==> src/rtl/i2c_bus_arbiter.sv <==
// i2c_bus_arbiter: round-robin sharing of one I2C master among C_NUM_REQ requesters; ARB_WATCHDOG_EN adds a hold-time watchdog
module i2c_bus_arbiter #(
  parameter int C_NUM_REQ      = 2,
  parameter int C_RELEASE_IDLE = 4,
  parameter int C_MAX_HOLD     = 1000000
) (
  input  logic                     clk,
  input  logic                     rst_n,
  input  logic [C_NUM_REQ-1:0]     req_en,
  input  logic [C_NUM_REQ-1:0]     req_lock,
  input  logic [7*C_NUM_REQ-1:0]   req_addr,
  input  logic [C_NUM_REQ-1:0]     req_write,
  input  logic [8*C_NUM_REQ-1:0]   req_wdata,
  input  logic [C_NUM_REQ-1:0]     req_multibyte_n,
  output logic [7:0]               req_rdata,
  output logic [C_NUM_REQ-1:0]     req_act,
  output logic [C_NUM_REQ-1:0]     req_err,
  output logic [C_NUM_REQ-1:0]     req_next,
  output logic [C_NUM_REQ-1:0]     gnt,
  output logic                     busy,
  output logic                     watchdog_irq,
  output logic                     m_en,
  output logic                     m_write,
  output logic                     m_multibyte_n,
  output logic [6:0]               m_addr,
  output logic [7:0]               m_wdata,
  input  logic [7:0]               m_rdata,
  input  logic                     m_act,
  input  logic                     m_err,
  input  logic                     m_next
);
  localparam int IW  = $clog2(C_NUM_REQ);
  localparam int IDW = $clog2(C_RELEASE_IDLE + 1);
  typedef enum logic {IDLE, GRANT} state_t;
  state_t               state, state_d;
  logic [C_NUM_REQ-1:0] gnt_d;
  logic [IW-1:0]        rr_ptr, rr_d, sel, pick, cand;
  logic [IDW-1:0]       idle_cnt, idle_d;
  logic                 quiet, rel, wd_rel, irq_d;
  if (C_NUM_REQ < 2 || C_NUM_REQ > 8 || C_RELEASE_IDLE < 1 || C_RELEASE_IDLE > 255 || C_MAX_HOLD < 1)
    begin : g_bad_param
      $error("i2c_bus_arbiter: parameter out of range");
    end
`ifdef ARB_WATCHDOG_EN
  localparam int HW = $clog2(C_MAX_HOLD + 1);
  logic [HW-1:0] hold_cnt, hold_d;
  assign wd_rel = hold_cnt >= HW'(C_MAX_HOLD) && !m_act;
  assign hold_d = state == GRANT ? (&hold_cnt ? hold_cnt : hold_cnt + 1'b1) : '0;
  always_ff @(posedge clk or negedge rst_n)
    if (!rst_n) hold_cnt <= '0;
    else hold_cnt <= state_d == IDLE ? '0 : hold_d;
`else
  assign wd_rel = 1'b0;
`endif
  assign busy      = state == GRANT;
  assign req_rdata = m_rdata;
  assign req_act   = busy ? (~gnt | (gnt & {C_NUM_REQ{m_act}})) : {C_NUM_REQ{m_act}};
  assign req_err   = gnt & {C_NUM_REQ{m_err}};
  assign req_next  = gnt & {C_NUM_REQ{m_next}};
  assign m_en          = |(gnt & req_en);
  assign m_write       = |(gnt & req_write);
  assign m_multibyte_n = |(gnt & req_multibyte_n);
  // Owner keeps the bus while it is requesting, locking, or the master is still active.
  assign quiet = !m_en && !m_act && !(|(gnt & req_lock));
  assign rel   = (quiet && idle_cnt == IDW'(C_RELEASE_IDLE - 1)) || wd_rel;
  always_comb begin
    sel     = '0;
    m_addr  = '0;
    m_wdata = '0;
    for (int i = 0; i < C_NUM_REQ; i++)
      if (gnt[i]) begin
        sel     = IW'(i);
        m_addr  = req_addr[7*i +: 7];
        m_wdata = req_wdata[8*i +: 8];
      end
  end
  // Descending offsets so the nearest requester at or after rr_ptr wins.
  always_comb begin
    pick = rr_ptr;
    cand = '0;
    for (int j = C_NUM_REQ - 1; j >= 0; j--) begin
      cand = IW'((int'(rr_ptr) + j) % C_NUM_REQ);
      if (req_en[cand]) pick = cand;
    end
  end
  always_comb begin
    state_d = state;
    gnt_d   = gnt;
    rr_d    = rr_ptr;
    idle_d  = '0;
    irq_d   = 1'b0;
    if (state == IDLE) begin
      if (|req_en && !m_act) begin
        state_d = GRANT;
        gnt_d   = {{(C_NUM_REQ-1){1'b0}}, 1'b1} << pick;
      end
    end else begin
      idle_d = quiet ? idle_cnt + 1'b1 : '0;
      if (rel) begin
        state_d = IDLE;
        gnt_d   = '0;
        idle_d  = '0;
        rr_d    = sel == IW'(C_NUM_REQ - 1) ? '0 : sel + 1'b1;
        irq_d   = wd_rel;
      end
    end
  end
  always_ff @(posedge clk or negedge rst_n)
    if (!rst_n) begin
      state        <= IDLE;
      gnt          <= '0;
      rr_ptr       <= '0;
      idle_cnt     <= '0;
      watchdog_irq <= 1'b0;
    end else begin
      state        <= state_d;
      gnt          <= gnt_d;
      rr_ptr       <= rr_d;
      idle_cnt     <= idle_d;
      watchdog_irq <= irq_d;
    end
endmodule
==> config.mk <==
export PLATFORM = sky130hd
export DESIGN_NAME = i2c_bus_arbiter
export DESIGN_NICKNAME = d
export VERILOG_FILES = /design/src/rtl/i2c_bus_arbiter.sv
export SDC_FILE = /design/constraint.sdc
export NUM_CORES = 1
export LEC_CHECK = 0
export CAP_MARGIN = 20
export CORE_MARGIN = 2
export CORE_UTILIZATION = 27
export DETAILED_ROUTE_END_ITERATION = 12
export PLACE_DENSITY_LB_ADDON = 0.25
export SETUP_SLACK_MARGIN = 0.4
export SYNTH_ARGS = -nofsm -noshare
export SYNTH_HDL_FRONTEND = slang
export SYNTH_SLANG_ARGS = --single-unit
==> constraint.sdc <==
create_clock -name clk -period 2.1 [get_ports clk]
set_input_delay 0.42 -clock clk [delete_from_list [all_inputs] [get_ports clk]]
set_output_delay 0.42 -clock clk [all_outputs]
set_load 0.01 [all_outputs]
==> flow_summary_export.csv, run 1 <==
group,metric,value,unit
run_status,outcome,"finished, final reports clean",
routing,first_pass_iters,2,
sta,post-route-min-period,1770,ps
global_route,grt_use_total,17.3,%
layout,drive_gt1_share,34.2,%
floorplanning,core_area,2430,µm²
critical_path,worstSetupEndpointType,"output port",
sta,hold_viol_final,0,
place,placed_area,1350,µm²
global_route,antenna_found_initial,0,
logic_synthesis,ys_ff_latch,7,
routing,via_per_inst,4.74,
critical_path,cp.required,1680,ps
layout,nNetsFinal,200,
critical_path,worstSetupStartpointType,"register",
place,dp.cells,166,
sta,rsz0062_at_grt,"true",
clocking,max-clock-path-buffers,2,
routing,wl_per_cell,15.0,µm
logic_synthesis,synth_edf_count,0,
sta,period_share,84.2,%
logic_synthesis,async_reset_ff_share,100,%
sta,clock_skew,0.441,ps
pwr,irDropWorstVdd,322,µV
logic_synthesis,synthDominantCellAreaShare,25.5,%
floorplanning,io_pins,87,
sta,layout_setup_ws,332,ps
sta,setup-tns-final,0,ps
worst_hold_path,hp-class,"input port to asynchronous set/reset pin",
routing,drc_errors,0,
sta,finalSetupViolations,0,
logic_synthesis,avgSynthCellArea,9.02,µm²
logic_synthesis,syn_area,686,µm²
place,post-place-ws,28.2,ps
clocking,hold_buffers,0,
layout,n_antenna_cell,0,
critical_path,r2r-start,"gnt[1]",
pwr,power.density,421,nW/µm²
pwr,p_leak,0.676,nW
clocking,cts_buffers,3,
layout,fillers,209,
place,port_buffers,69,
logic_synthesis,synth_nets,129,
routing,drtAntennaViolNets,0,
clocking,cts-root-buf,"clkbuf_4",
logic_synthesis,synthesis.instances,76,
logic_synthesis,ys_types,27,
clocking,cts_max_level,1,
floorplanning,initial_utilization,28.2,%
logic_synthesis,synth_area_leaders,"dfrtp_1 (26%), a22o_1 (17%), buf_4 (11%)",
critical_path,crit_slowest_cell,"dfrtp_2",
global_route,grt_max_degree,13,
critical_path,crit_chain,"nor2_4, buf_6, buf_6, a22o_1, buf_6",
global_route,grt_pass1_wl,3640,µm
routing,wirelength,2640,µm
floorplanning,chipHeight,54.4,µm
clocking,cts_tree,"done",
routing,drt-initial-drc-count,4,
clocking,numClockSinks,7,
layout,syn_to_final_growth,106,%
critical_path,slowest_delay,450,ps
routing,dr_total_vias,835,
logic_synthesis,synth-seq-area-share,25.5,%
place,hpwl,1970,µm
logic_synthesis,ys.flop_type,"dfrtp_1",
floorplanning,die_area,2960,µm²
global_route,grt-ovfl-total,0,
critical_path,cp_top_family,"flip-flops",
critical_path,startpoint,"gnt[1]",
flow_run,max-cap-violations,0,
sta,fmax,0.565,GHz
critical_path,path_class,"register to output port",
clocking,clock_latency,250,ps
clocking,clk_pin_slew,50,ps
logic_synthesis,yosys.area.top_type,"dfrtp_1",
logic_synthesis,yosysWarningCount,0,
floorplanning,die_w,54.4,µm
place,gp_congestion,0.766,
global_route,first_global_vias,770,
layout,finalInstanceArea,1410,µm²
critical_path,worstPathArrival,1350,ps
critical_path,cpMostUsedCell,"buf_6",
sta,finalMaxSlewViolations,0,
critical_path,path_max_fanout,6,
floorplanning,num_rows,18,
critical_path,critPathBufInv,3,
layout,final-instance-count-excl-fill,176,
## cells by family (layout without fill, tap and decap cells)
family                   count (synthesis)  count (layout)  share of synthesized area (%)
other                                    1               1                          0.547
multiplexers                             1               1                           2.19
adder cells (fa/ha/maj)                  2               2                           3.65
AND/OR/NAND/NOR                         18              18                           15.0
AO/OA/AOI/OAI                           26              26                           33.8
buffers and inverters                   21              91                           19.3
flip-flops                               7               7                           25.5
## through the flow
stage / hold WS (ps) / power (mW) / utilization (%)
after floorplan: 124 / 0.284 / -
after global placement: 420 / 0.470 / 55.5
after detailed placement: 430 / 0.474 / 55.5
after CTS: 424 / 0.600 / 58.3
after global routing: 442 / 0.635 / 58.1
final: 429 / 0.595 / 58.1
## power by group
part           total (mW)  internal [mW]  switching, mW
logic               0.327          0.200          0.127
clock network       0.123         0.0725         0.0502
registers           0.145          0.141        0.00479
## cell type report
| cell class | count | area [µm²] | area share [%] |
|---|---|---|---|
| timing repair buffer | 81 | 761 | 53.8 |
| tap | 30 | 37.5 | 2.65 |
| inverter | 6 | 22.5 | 1.59 |
| multi-input combinational | 48 | 389 | 27.5 |
| clock buffer | 4 | 26.3 | 1.86 |
| sequential | 7 | 178 | 12.6 |
## cells in the final DEF (no fill, tap or decap), types with 4 or more instances in the layout
cell type	netlist	final
clkdlybuf4s15_1	0	5
nand2_1	4	4
dfrtp_1	7	5
buf_6	2	6
buf_4	10	7
buf_2	1	13
nor2_1	5	4
clkdlybuf4s50_1	0	41
a22o_1	13	13
inv_1	6	5
## cells in the mapped netlist, drive strengths merged (2+ instances only)
library cell,n
nand2,4
ha,2
dfrtp,7
a21o,2
nor2,5
buf,13
a22o,15
and3,2
and2,4
o21ai,4
inv,6
clkbuf,2
## routing by layer
metal | vias to the layer above | global-route usage [%] | part of all wire [%]
li1 | 404 | - | -
met1 | 385 | 18.8 | 41
met2 | 44 | 30.1 | 48
met3 | 2 | 5.74 | 11
met4 | 0 | 7.92 | 0.53
met5 | - | 0 | 0
## worst paths after layout
path	endpoint	slack (ps)	depth (start not counted)
worst max-delay path	m_wdata[1]	330	5
worst min-delay path	idle_cnt[2]	430	1
worst max register to register	rr_ptr	450	4
worst min register to register	idle_cnt[0]	430	1
max in group asynchronous	busy	1410	1
min in group clk	idle_cnt[0]	430	1
## flip-flops by register name, summed over array words and instances, names as in the netlist
register,count
idle_cnt,3
rr_ptr,1
gnt,2
busy,1
## what timing repair did
item	4_1_cts	5_1_grt
gates cloned	2	0
endpoints found under the setup margin	27	22
pin swaps	2	10
setup buffers	4	0
gates resized for setup	83	24
No activity file was read; power rests on OpenSTA's default activity.
==> run 2: changes to the inputs <==
CORE_UTILIZATION = 23   (was 27)
clock period = 1.47 ns   (was 2.1 ns; I/O delays follow)
==> run 2 against run 1 <==
Flip-flop and latch count unchanged. The run now ends with DRC, setup timing left. Critical path depth unchanged. Largest cell class unchanged. Setup slack worse by 530 ps.
==> flow_summary_export.csv, run 2 (synthesized netlist as in run 1, its figures left out) <==
group,metric,value,unit
sta,period_share,113,%
critical_path,worstSetupStartpointType,"register",
critical_path,worstPathArrival,1370,ps
sta,fmax,0.600,GHz
critical_path,path_class,"register to output port",
global_route,antenna_found_initial,0,
layout,final_common_cell,"clkdlybuf4s50_1",
sta,hold_viol_final,0,
critical_path,worstSetupEndpointType,"output port",
clocking,numClockSinks,7,
critical_path,path_max_fanout,13,
floorplanning,num_rows,19,
flow_run,max-cap-violations,0,
place,gp_congestion,0.775,
layout,largest_reg_flops,3,
routing,via_per_inst,4.67,
floorplanning,chipHeight,58.6,µm
layout,drive_gt1_share,46.8,%
run_status,outcome,"finished with violations",
routing,drt-initial-drc-count,44,
sta,finalSetupViolations,28,
sta,rsz0062_at_grt,"true",
pwr,irDropWorstVdd,426,µV
global_route,grt_pass1_wl,3930,µm
critical_path,crit_chain,"buf_6, buf_12, buf_12, a22o_1, buf_2",
layout,nNetsFinal,212,
layout,most-common-layout-cells,"clkdlybuf4s50_1 (41), buf_2 (18), buf_6 (17)",
layout,final-instance-count-excl-fill,189,
pwr,power.density,581,nW/µm²
routing,first_pass_iters,8,
routing,wirelength,2560,µm
global_route,grt-ovfl-total,0,
sta,finalMaxSlewViolations,0,
floorplanning,initial_utilization,24.4,%
critical_path,slowest_delay,390,ps
run_status,violations,"DRC, setup timing",
floorplanning,io_pins,87,
global_route,first_global_vias,854,
critical_path,crit_slowest_cell,"dfrtp_1",
clocking,clk_pin_slew,50,ps
global_route,grt_max_degree,14,
clocking,cts_max_level,1,
layout,regMostFlops,"idle_cnt",
place,hpwl,1990,µm
critical_path,cpMostUsedCell,"buf_12",
worst_hold_path,hp-class,"input port to asynchronous set/reset pin",
sta,post-route-min-period,1670,ps
routing,dr_total_vias,883,
clocking,clock_latency,250,ps
clocking,cts_tree,"done",
sta,clock_skew,2.57,ps
floorplanning,core_area,2810,µm²
sta,layout_setup_ws,-195,ps
layout,utilization,56.2,%
pwr,p_leak,0.769,nW
layout,reg_top3,"idle_cnt x3, gnt x2",
routing,drc_errors,10,
floorplanning,die_w,58.6,µm
clocking,cts_buffers,3,
critical_path,r2r-start,"gnt[1]",
place,port_buffers,69,
place,dp.cells,173,
layout,syn_to_final_growth,130,%
routing,wl_per_cell,13.6,µm
routing,drtAntennaViolNets,0,
clocking,max-clock-path-buffers,2,
clocking,cts-root-buf,"clkbuf_4",
critical_path,startpoint,"gnt[1]",
floorplanning,die_area,3430,µm²
global_route,grt_use_total,14.6,%
critical_path,cp.required,1180,ps
layout,n_antenna_cell,0,
-- run 2: routing by layer --
layer	GRT usage, %	wire, µm
met1	15.1	895
met2	28.7	1340
met3	4.62	322
met4	2.27	5
met5	0	0
-- run 2: worst max-delay path, delay by kind of cell (launching register included) --
family	cells	cell delay [ps]
flip-flops	1	390
AO/OA/AOI/OAI	1	210
buffers and inverters	4	530
-- run 2: power by group --
part / internal, mW / switching (mW)
Sequential: 0.201 / 0.00537
Clock: 0.103 / 0.0679
Combinational: 0.339 / 0.200
Total: 0.643 / 0.273
-- run 2: layout make-up --
cell class | instances | area, µm²
fill | 253 | 1230
timing repair buffer | 93 | 876
multi-input combinational | 48 | 438
sequential | 7 | 175
tap | 31 | 38.8
clock buffer | 4 | 26.3
inverter | 6 | 22.5
-- run 2: final timing paths --
kind / depth (start not counted) / slack, ps / to
worst min-delay path: 1 / 310 / idle_cnt[0]
max in group asynchronous: 1 / 920 / rr_ptr
worst min register to register: 1 / 430 / idle_cnt[0]
worst max register to register: 7 / -180 / rr_ptr
worst max-delay path: 5 / -200 / m_addr[2]
min in group clk: 1 / 430 / idle_cnt[0]
-- run 2: per-stage QoR --
stage	total power, mW	cell area [µm²]	worst slack (ps)	setup TNS, ps	hold slack (ps)
finish	0.916	1580	-195	-3520	309
global route	0.976	1580	-244	-5190	322
floorplan	0.433	754	46.4	0	-1.59
CTS	0.927	1560	-212	-4340	316
global placement	0.711	1450	-336	-7340	419
detailed placement	0.718	1450	-349	-7660	434
-- run 2: what timing repair did --
item | CTS | global route
hold buffers | 0 | 0
gates resized for setup | 129 | 9
pin swaps | 2 | 6
gates cloned | 1 | 0
buffers inserted | 9 | 2
endpoints found under the setup margin | 34 | 34
